$ cat config.mk
export PLATFORM = sky130hd
export DESIGN_NAME = eth_frame_stream_gen
export DESIGN_NICKNAME = d
export VERILOG_FILES = /design/src/rtl/eth_frame_stream_gen.sv
export SDC_FILE = /design/constraint.sdc
export NUM_CORES = 1
export LEC_CHECK = 0
export CAP_MARGIN = 40
export CORE_MARGIN = 5
export CORE_UTILIZATION = 40
export CTS_BUF_LIST = sky130_fd_sc_hd__clkbuf_4 sky130_fd_sc_hd__clkbuf_8 sky130_fd_sc_hd__clkbuf_16
export DETAILED_ROUTE_END_ITERATION = 10
export SLEW_MARGIN = 30
export SYNTH_ARGS = -nofsm -noshare
export SYNTH_HDL_FRONTEND = slang
export SYNTH_SLANG_ARGS = --single-unit
$ cat constraint.sdc
create_clock -name clk -period 4 [get_ports clk]
set_input_delay 0.8 -clock clk [delete_from_list [all_inputs] [get_ports clk]]
set_output_delay 0.8 -clock clk [all_outputs]
set_load 0.05 [all_outputs]
$ cat src/rtl/eth_frame_stream_gen.sv
// AXI-Stream Ethernet frame source: DA/SA/EtherType header, counting payload, zero padding to 60 bytes.
// Define ETH_GEN_IFG_EN to insert IFG_CYCLES idle cycles between frames of a burst.
module eth_frame_stream_gen #(
  parameter int DATA_W      = 32,
  parameter int MAX_PAYLOAD = 1500,
  parameter int MIN_PAYLOAD = 46,
  parameter int IFG_CYCLES  = 12
) (
  input  logic                clk,
  input  logic                rst_n,
  input  logic                i_start,
  input  logic [47:0]         i_dest_mac,
  input  logic [47:0]         i_src_mac,
  input  logic [15:0]         i_ether_type,
  input  logic [10:0]         i_payload_len,
  input  logic [15:0]         i_frame_count,
  input  logic                i_tx_tready,
  output logic [DATA_W-1:0]   o_tx_data,
  output logic [DATA_W/8-1:0] o_tx_tkeep,
  output logic                o_tx_tvalid,
  output logic                o_tx_tlast,
  output logic                o_busy,
  output logic                o_done,
  output logic [15:0]         o_frames_sent
);
  // state | meaning
  // IDLE  | waiting for i_start, config may change freely
  // SEND  | presenting frame beats, advancing on tvalid & tready
  // GAP   | inter-frame idle (ETH_GEN_IFG_EN builds only)
  // DONE  | one-cycle o_done pulse, then back to IDLE
  localparam int BYTES = DATA_W / 8;
  localparam int CNT_W = $clog2(14 + MAX_PAYLOAD + BYTES + 1);
  localparam int K_W   = CNT_W + 1;
  localparam int GAP_W = (IFG_CYCLES > 1) ? $clog2(IFG_CYCLES) : 1;
  localparam logic [K_W-1:0] HDR_LEN = K_W'(14);

  typedef enum logic [1:0] {S_IDLE, S_SEND, S_GAP, S_DONE} state_t;
  state_t state, state_nxt;

  logic [47:0]      da_q, sa_q;
  logic [15:0]      type_q;
  logic [CNT_W-1:0] pay_len_q, frame_len_q, ptr_q;
  logic [CNT_W-1:0] pay_len_c, frame_len_c;
  logic [15:0]      frames_left_q, frames_sent_q;
  logic [GAP_W-1:0] gap_cnt_q;
  logic [111:0]     hdr, hdr_sh;
  logic [K_W-1:0]   k;
  logic             start_ok, beat_xfer, last_beat, frame_end, burst_end;

  assign hdr       = {da_q, sa_q, type_q};
  assign start_ok  = (state == S_IDLE) && i_start;
  assign beat_xfer = (state == S_SEND) && i_tx_tready;
  assign last_beat = ({1'b0, ptr_q} + K_W'(BYTES)) >= {1'b0, frame_len_q};
  assign frame_end = beat_xfer && last_beat;
  assign burst_end = frame_end && (frames_left_q == 16'd1);

  // Payload clamp, then frame length with minimum-size padding
  always_comb begin
    pay_len_c   = CNT_W'(i_payload_len);
    frame_len_c = '0;
    if (int'(i_payload_len) > MAX_PAYLOAD) pay_len_c = CNT_W'(MAX_PAYLOAD);
    if (int'(pay_len_c) < MIN_PAYLOAD) frame_len_c = CNT_W'(14 + MIN_PAYLOAD);
    else                               frame_len_c = pay_len_c + CNT_W'(14);
  end

  always_ff @(posedge clk or negedge rst_n) begin
    if (!rst_n) state <= S_IDLE;
    else        state <= state_nxt;
  end

  always_comb begin
    state_nxt   = state;
    o_tx_tvalid = 1'b0;
    o_tx_tlast  = 1'b0;
    o_busy      = 1'b0;
    o_done      = 1'b0;
    case (state)
      S_IDLE: if (i_start) state_nxt = S_SEND;
      S_SEND: begin
        o_tx_tvalid = 1'b1;
        o_tx_tlast  = last_beat;
        o_busy      = 1'b1;
        if (frame_end) begin
          if (burst_end) state_nxt = S_DONE;
`ifdef ETH_GEN_IFG_EN
          else if (IFG_CYCLES > 0) state_nxt = S_GAP;
`endif
        end
      end
      S_GAP: begin
        o_busy = 1'b1;
        if (gap_cnt_q == '0) state_nxt = S_SEND;
      end
      S_DONE: begin
        o_done    = 1'b1;
        state_nxt = S_IDLE;
      end
      default: state_nxt = S_IDLE;
    endcase
  end

  always_ff @(posedge clk or negedge rst_n) begin
    if (!rst_n) begin
      da_q          <= '0;
      sa_q          <= '0;
      type_q        <= '0;
      pay_len_q     <= '0;
      frame_len_q   <= '0;
      ptr_q         <= '0;
      frames_left_q <= '0;
      frames_sent_q <= '0;
      gap_cnt_q     <= '0;
    end else begin
      if (start_ok) begin
        da_q          <= i_dest_mac;
        sa_q          <= i_src_mac;
        type_q        <= i_ether_type;
        pay_len_q     <= pay_len_c;
        frame_len_q   <= frame_len_c;
        ptr_q         <= '0;
        frames_sent_q <= '0;
        frames_left_q <= (i_frame_count == 16'd0) ? 16'd1 : i_frame_count;
      end else if (beat_xfer) begin
        if (last_beat) begin
          ptr_q         <= '0;
          frames_sent_q <= frames_sent_q + 16'd1;
          frames_left_q <= frames_left_q - 16'd1;
        end else begin
          ptr_q <= ptr_q + CNT_W'(BYTES);
        end
      end
      // Reloaded outside GAP so the gap always lasts exactly IFG_CYCLES
      if (state == S_GAP) gap_cnt_q <= gap_cnt_q - 1'b1;
      else                gap_cnt_q <= GAP_W'(IFG_CYCLES - 1);
    end
  end

  always_comb begin
    o_tx_data  = '0;
    o_tx_tkeep = '0;
    k          = '0;
    hdr_sh     = '0;
    if (state == S_SEND) begin
      for (int i = 0; i < BYTES; i++) begin
        k      = {1'b0, ptr_q} + K_W'(i);
        hdr_sh = hdr << {k[3:0], 3'b000};
        if (k < {1'b0, frame_len_q}) begin
          o_tx_tkeep[BYTES-1-i] = 1'b1;
          if (k < HDR_LEN)
            o_tx_data[DATA_W-1-8*i -: 8] = hdr_sh[111:104];
          else if (k < HDR_LEN + {1'b0, pay_len_q})
            o_tx_data[DATA_W-1-8*i -: 8] = 8'(k - HDR_LEN);
        end
      end
    end
  end

  assign o_frames_sent = frames_sent_q;

endmodule
==> flow_summary.json <==
{
  "clock_skew_ps": 20.2,
  "rsz_0062_raised_after_global_routing": "yes",
  "final_critical_path_setup_slack_ps": -31.5,
  "seq_power_share_pct": 24.3,
  "cell_type_with_the_largest_total_area_after_synthesis": "sky130_fd_sc_hd__dfrtp_1",
  "multi_input_area_um2": 6480,
  "dp.final_hpwl_mm": 23.3,
  "synth_sequential_area_ratio_pct": 41.5,
  "synthFlopType": "sky130_fd_sc_hd__dfrtp_1",
  "startpoint_type": "flop",
  "worstSkewPairLatency_ps": 450,
  "grt_antenna_before_repair": 1,
  "ys_warn_count": 0,
  "power.density_cell_area_nw_per_um2": 515,
  "cp_data_required_time_ps": 3200,
  "floorplan.io_pins": 199,
  "die-area_um2": 30700,
  "placedCellCount": 1775,
  "route.detailed.wl_per_inst_um": 18.3,
  "run_status": "finished with violations",
  "clock_tree.htree_level_count": 4,
  "global_route.overflow_total": 0,
  "initial_core_utilization_pct": 40.6,
  "cts_buffer_depth": 2,
  "area_delta_synth_final_pct": 37.4,
  "yosys_register_bits": 181,
  "netSwitchingFraction_pct": 42.3,
  "numClockSinks": 181,
  "detail_route.wirelength_mm": 33.7,
  "area.sequential_um2": 4540,
  "final.fill_count": 2415,
  "min_period_ps": 4030,
  "detail_route.first_pass.iterations": 5,
  "drt_first_iter_violations": 622,
  "grt_start_max_net_pins": 112,
  "die_w_um": 175,
  "worst-path-max-fanout": 4,
  "design.final.nets": 1694,
  "syn_area_per_cell_um2": 8.48,
  "cts-buffers-inserted": 17,
  "signal_arrival_time_at_the_worst_endpoint_ps": 3230,
  "place.port_buffers": 198,
  "synthArstFlopShare_pct": 100,
  "ir_drop_mv": 0.710,
  "finalSetupViolations": 4,
  "pwr-share-clk_pct": 23.0,
  "post_route_cells_drive_above_1_share_pct": 15.7,
  "hold_class": "input pin to async pin",
  "synth.top_cell.area_share_pct": 41.5,
  "power_frac_comb_pct": 52.6,
  "net-switching-power_mw": 3.26,
  "cts_root_buffer": "sky130_fd_sc_hd__clkbuf_16",
  "slew_violations": 0,
  "clock.fmax_mhz": 248,
  "syn-num-nets": 1496,
  "tritoncts": "built",
  "synthDistinctLibCells": 73,
  "critPathCaptureType": "primary output",
  "netlist_area_pre_place_um2": 10900,
  "route.detailed.vias_per_inst": 5.30,
  "post_synth_edffs": 0,
  "synthTopCellsByArea": "sky130_fd_sc_hd__dfrtp_1, sky130_fd_sc_hd__nand2_1, sky130_fd_sc_hd__ha_1",
  "finalHoldViolCount": 0,
  "failing_checks": "negative setup slack",
  "placement.setup.worst_slack_ps": 65.2,
  "route.detailed.drc": 0,
  "grt_use_total_pct": 21.6,
  "core-area_um2": 26900,
  "maxCapViolCount": 0,
  "die_h_um": 175,
  "slew_headroom_pct": 50.4,
  "final-instance-count-excl-fill": 1840,
  "finalWeightedCongestion": 0.909,
  "grt_pass1_vias": 9821,
  "dr_total_vias": 9752,
  "grt_first_pass_wirelength_mm": 53.4,
  "layout_worst_path_cycle_share_pct": 101,
  "route.antenna.remaining_nets": 0,
  "synthesis.instances": 1287,
  "row_count": 60,
  "critical_path_class": "flop to primary output",
  "tightest_slew_ps": 744,
  "p_leak_nw": 7.12,
  "clk_pin_slew_ps": 90,
  "internal_power_mw": 4.46
}
## power by group through the flow
stage               logic, mW  clock network [mW]  registers, mW
finish                   4.06                1.78           1.88
global route             4.29                1.89           1.88
CTS                      3.78                1.82           1.88
detailed placement       3.56                   0           1.92
global placement         3.54                   0           1.92
floorplan                2.13                   0           1.91
## worst max-delay path, cell delays in order (launching register included)
cell                        delay (ps)
sky130_fd_sc_hd__dfrtp_1           400
sky130_fd_sc_hd__inv_2              60
sky130_fd_sc_hd__ha_4              170
sky130_fd_sc_hd__nand2b_4           80
sky130_fd_sc_hd__nand4_1           160
sky130_fd_sc_hd__xor2_2            230
sky130_fd_sc_hd__ha_1              320
sky130_fd_sc_hd__a21o_1            220
sky130_fd_sc_hd__a2111oi_4         350
sky130_fd_sc_hd__o21ai_4           180
sky130_fd_sc_hd__buf_12            170
sky130_fd_sc_hd__a2111oi_4         250
sky130_fd_sc_hd__buf_12            180
## state kept, by name, summed over array words and instances, names as in the netlist
signal	cells
gap_cnt_q	4
type_q	16
o_frames_sent	16
ptr_q	9
frame_len_q	11
frames_left_q	16
state	2
sa_q	48
pay_len_q	11
da_q	48
## per-stage QoR
| step | util, % | power, mW | TNS (ps) | hold WS [ps] | instance area (um2) |
|---|---|---|---|---|---|
| 2_1_floorplan | - | 4.04 | -190 | 429 | 11000 |
| 3_5_place_dp | 50.6 | 5.48 | 0 | 458 | 13600 |
| 5_1_grt | 55.8 | 8.06 | -1760 | 301 | 15000 |
| 4_1_cts | 54.5 | 7.48 | -363 | 289 | 14600 |
| 3_3_place_gp | 50.6 | 5.46 | 0 | 452 | 13600 |
| 6_report | 55.8 | 7.72 | -85.8 | 276 | 15000 |
## layout make-up
class                           count  area share [%]
Timing Repair Buffer              259            18.6
Inverter                           33           0.826
Tap cell                          341            2.85
Clock buffer                       18            2.93
Sequential cell                   181            30.3
Clock inverter                     14            1.29
Multi-Input combinational cell    993            43.2
Antenna cell                        1          0.0167
## placed cells by master, fill, tap and decap left out, types with 10 or more instances in the layout
| cell | count |
|---|---|
| sky130_fd_sc_hd__a21o_1 | 12 |
| sky130_fd_sc_hd__a21oi_1 | 39 |
| sky130_fd_sc_hd__a21oi_2 | 12 |
| sky130_fd_sc_hd__buf_12 | 33 |
| sky130_fd_sc_hd__buf_4 | 57 |
| sky130_fd_sc_hd__clkbuf_16 | 17 |
| sky130_fd_sc_hd__clkdlybuf4s50_1 | 160 |
| sky130_fd_sc_hd__dfrtp_1 | 177 |
| sky130_fd_sc_hd__ha_1 | 59 |
| sky130_fd_sc_hd__inv_1 | 30 |
| sky130_fd_sc_hd__mux2i_1 | 22 |
| sky130_fd_sc_hd__mux4_2 | 14 |
| sky130_fd_sc_hd__nand2_1 | 425 |
| sky130_fd_sc_hd__nand2b_1 | 10 |
| sky130_fd_sc_hd__nand3_1 | 21 |
| sky130_fd_sc_hd__nand4_1 | 15 |
| sky130_fd_sc_hd__nor2_1 | 67 |
| sky130_fd_sc_hd__nor3_1 | 11 |
| sky130_fd_sc_hd__nor4_1 | 12 |
| sky130_fd_sc_hd__o21a_1 | 16 |
| sky130_fd_sc_hd__o21ai_0 | 52 |
| sky130_fd_sc_hd__xnor2_1 | 25 |
| sky130_fd_sc_hd__xor2_1 | 22 |
## synthesized netlist by cell type, types with 13 or more instances
library cell,number
sky130_fd_sc_hd__xnor2_1,28
sky130_fd_sc_hd__nor3_1,21
sky130_fd_sc_hd__clkbuf_1,62
sky130_fd_sc_hd__mux2i_1,22
sky130_fd_sc_hd__nand4_1,15
sky130_fd_sc_hd__o21a_1,17
sky130_fd_sc_hd__a21oi_1,50
sky130_fd_sc_hd__ha_1,66
sky130_fd_sc_hd__o21ai_0,57
sky130_fd_sc_hd__nand2_1,427
sky130_fd_sc_hd__dfrtp_1,181
sky130_fd_sc_hd__mux4_2,14
sky130_fd_sc_hd__inv_1,32
sky130_fd_sc_hd__nor4_1,13
sky130_fd_sc_hd__nand3_1,22
sky130_fd_sc_hd__xor2_1,26
sky130_fd_sc_hd__nor2_1,71
## per-layer routing
| metal | vias to the layer above | track usage (%) | routed length, um |
|---|---|---|---|
| li1 | 4743 | - | - |
| met1 | 4721 | 29.3 | 15300 |
| met2 | 246 | 35.1 | 15900 |
| met3 | 40 | 4.89 | 1840 |
| met4 | 2 | 5.99 | 685 |
| met5 | - | 0 | 13 |
## repair_timing
item / CTS / global route
setup endpoints to repair: 31 / 33
resized for setup: 44 / 47
gates cloned: 1 / 0
buffers inserted: 20 / 12
hold buffers: 0 / 0
pin swaps: 18 / 33
## final timing paths
| kind | from | to | slack, ps | cells past startpoint |
|---|---|---|---|---|
| max in group asynchronous | rst_n | da_q[28] | 2970 | 2 |
| min in group clk | gap_cnt_q[0] | gap_cnt_q[0] | 470 | 1 |
| max | pay_len_q[1] | o_tx_data[20] | -30 | 12 |
| max reg2reg | ptr_q[2] | frames_left_q[10] | 870 | 14 |
| min | rst_n | o_frames_sent[5] | 280 | 1 |
| min reg2reg | gap_cnt_q[0] | gap_cnt_q[0] | 470 | 1 |
## logic make-up (layout without fill, tap and decap cells)
logic type | Yosys count | count (layout) | synth area share (%)
and+or+nand+nor | 626 | 626 | 24.5
AOI/OAI and AO/OA | 204 | 205 | 12.4
DFF | 181 | 181 | 41.5
buffers and inverters | 114 | 324 | 4.06
adders and majority gates | 67 | 67 | 7.67
xor gates and xnor gates | 57 | 57 | 4.90
muxes | 37 | 37 | 5.01
other | 1 | 2 | 0.0344
Note: power is estimated with default switching activity, not from simulation.
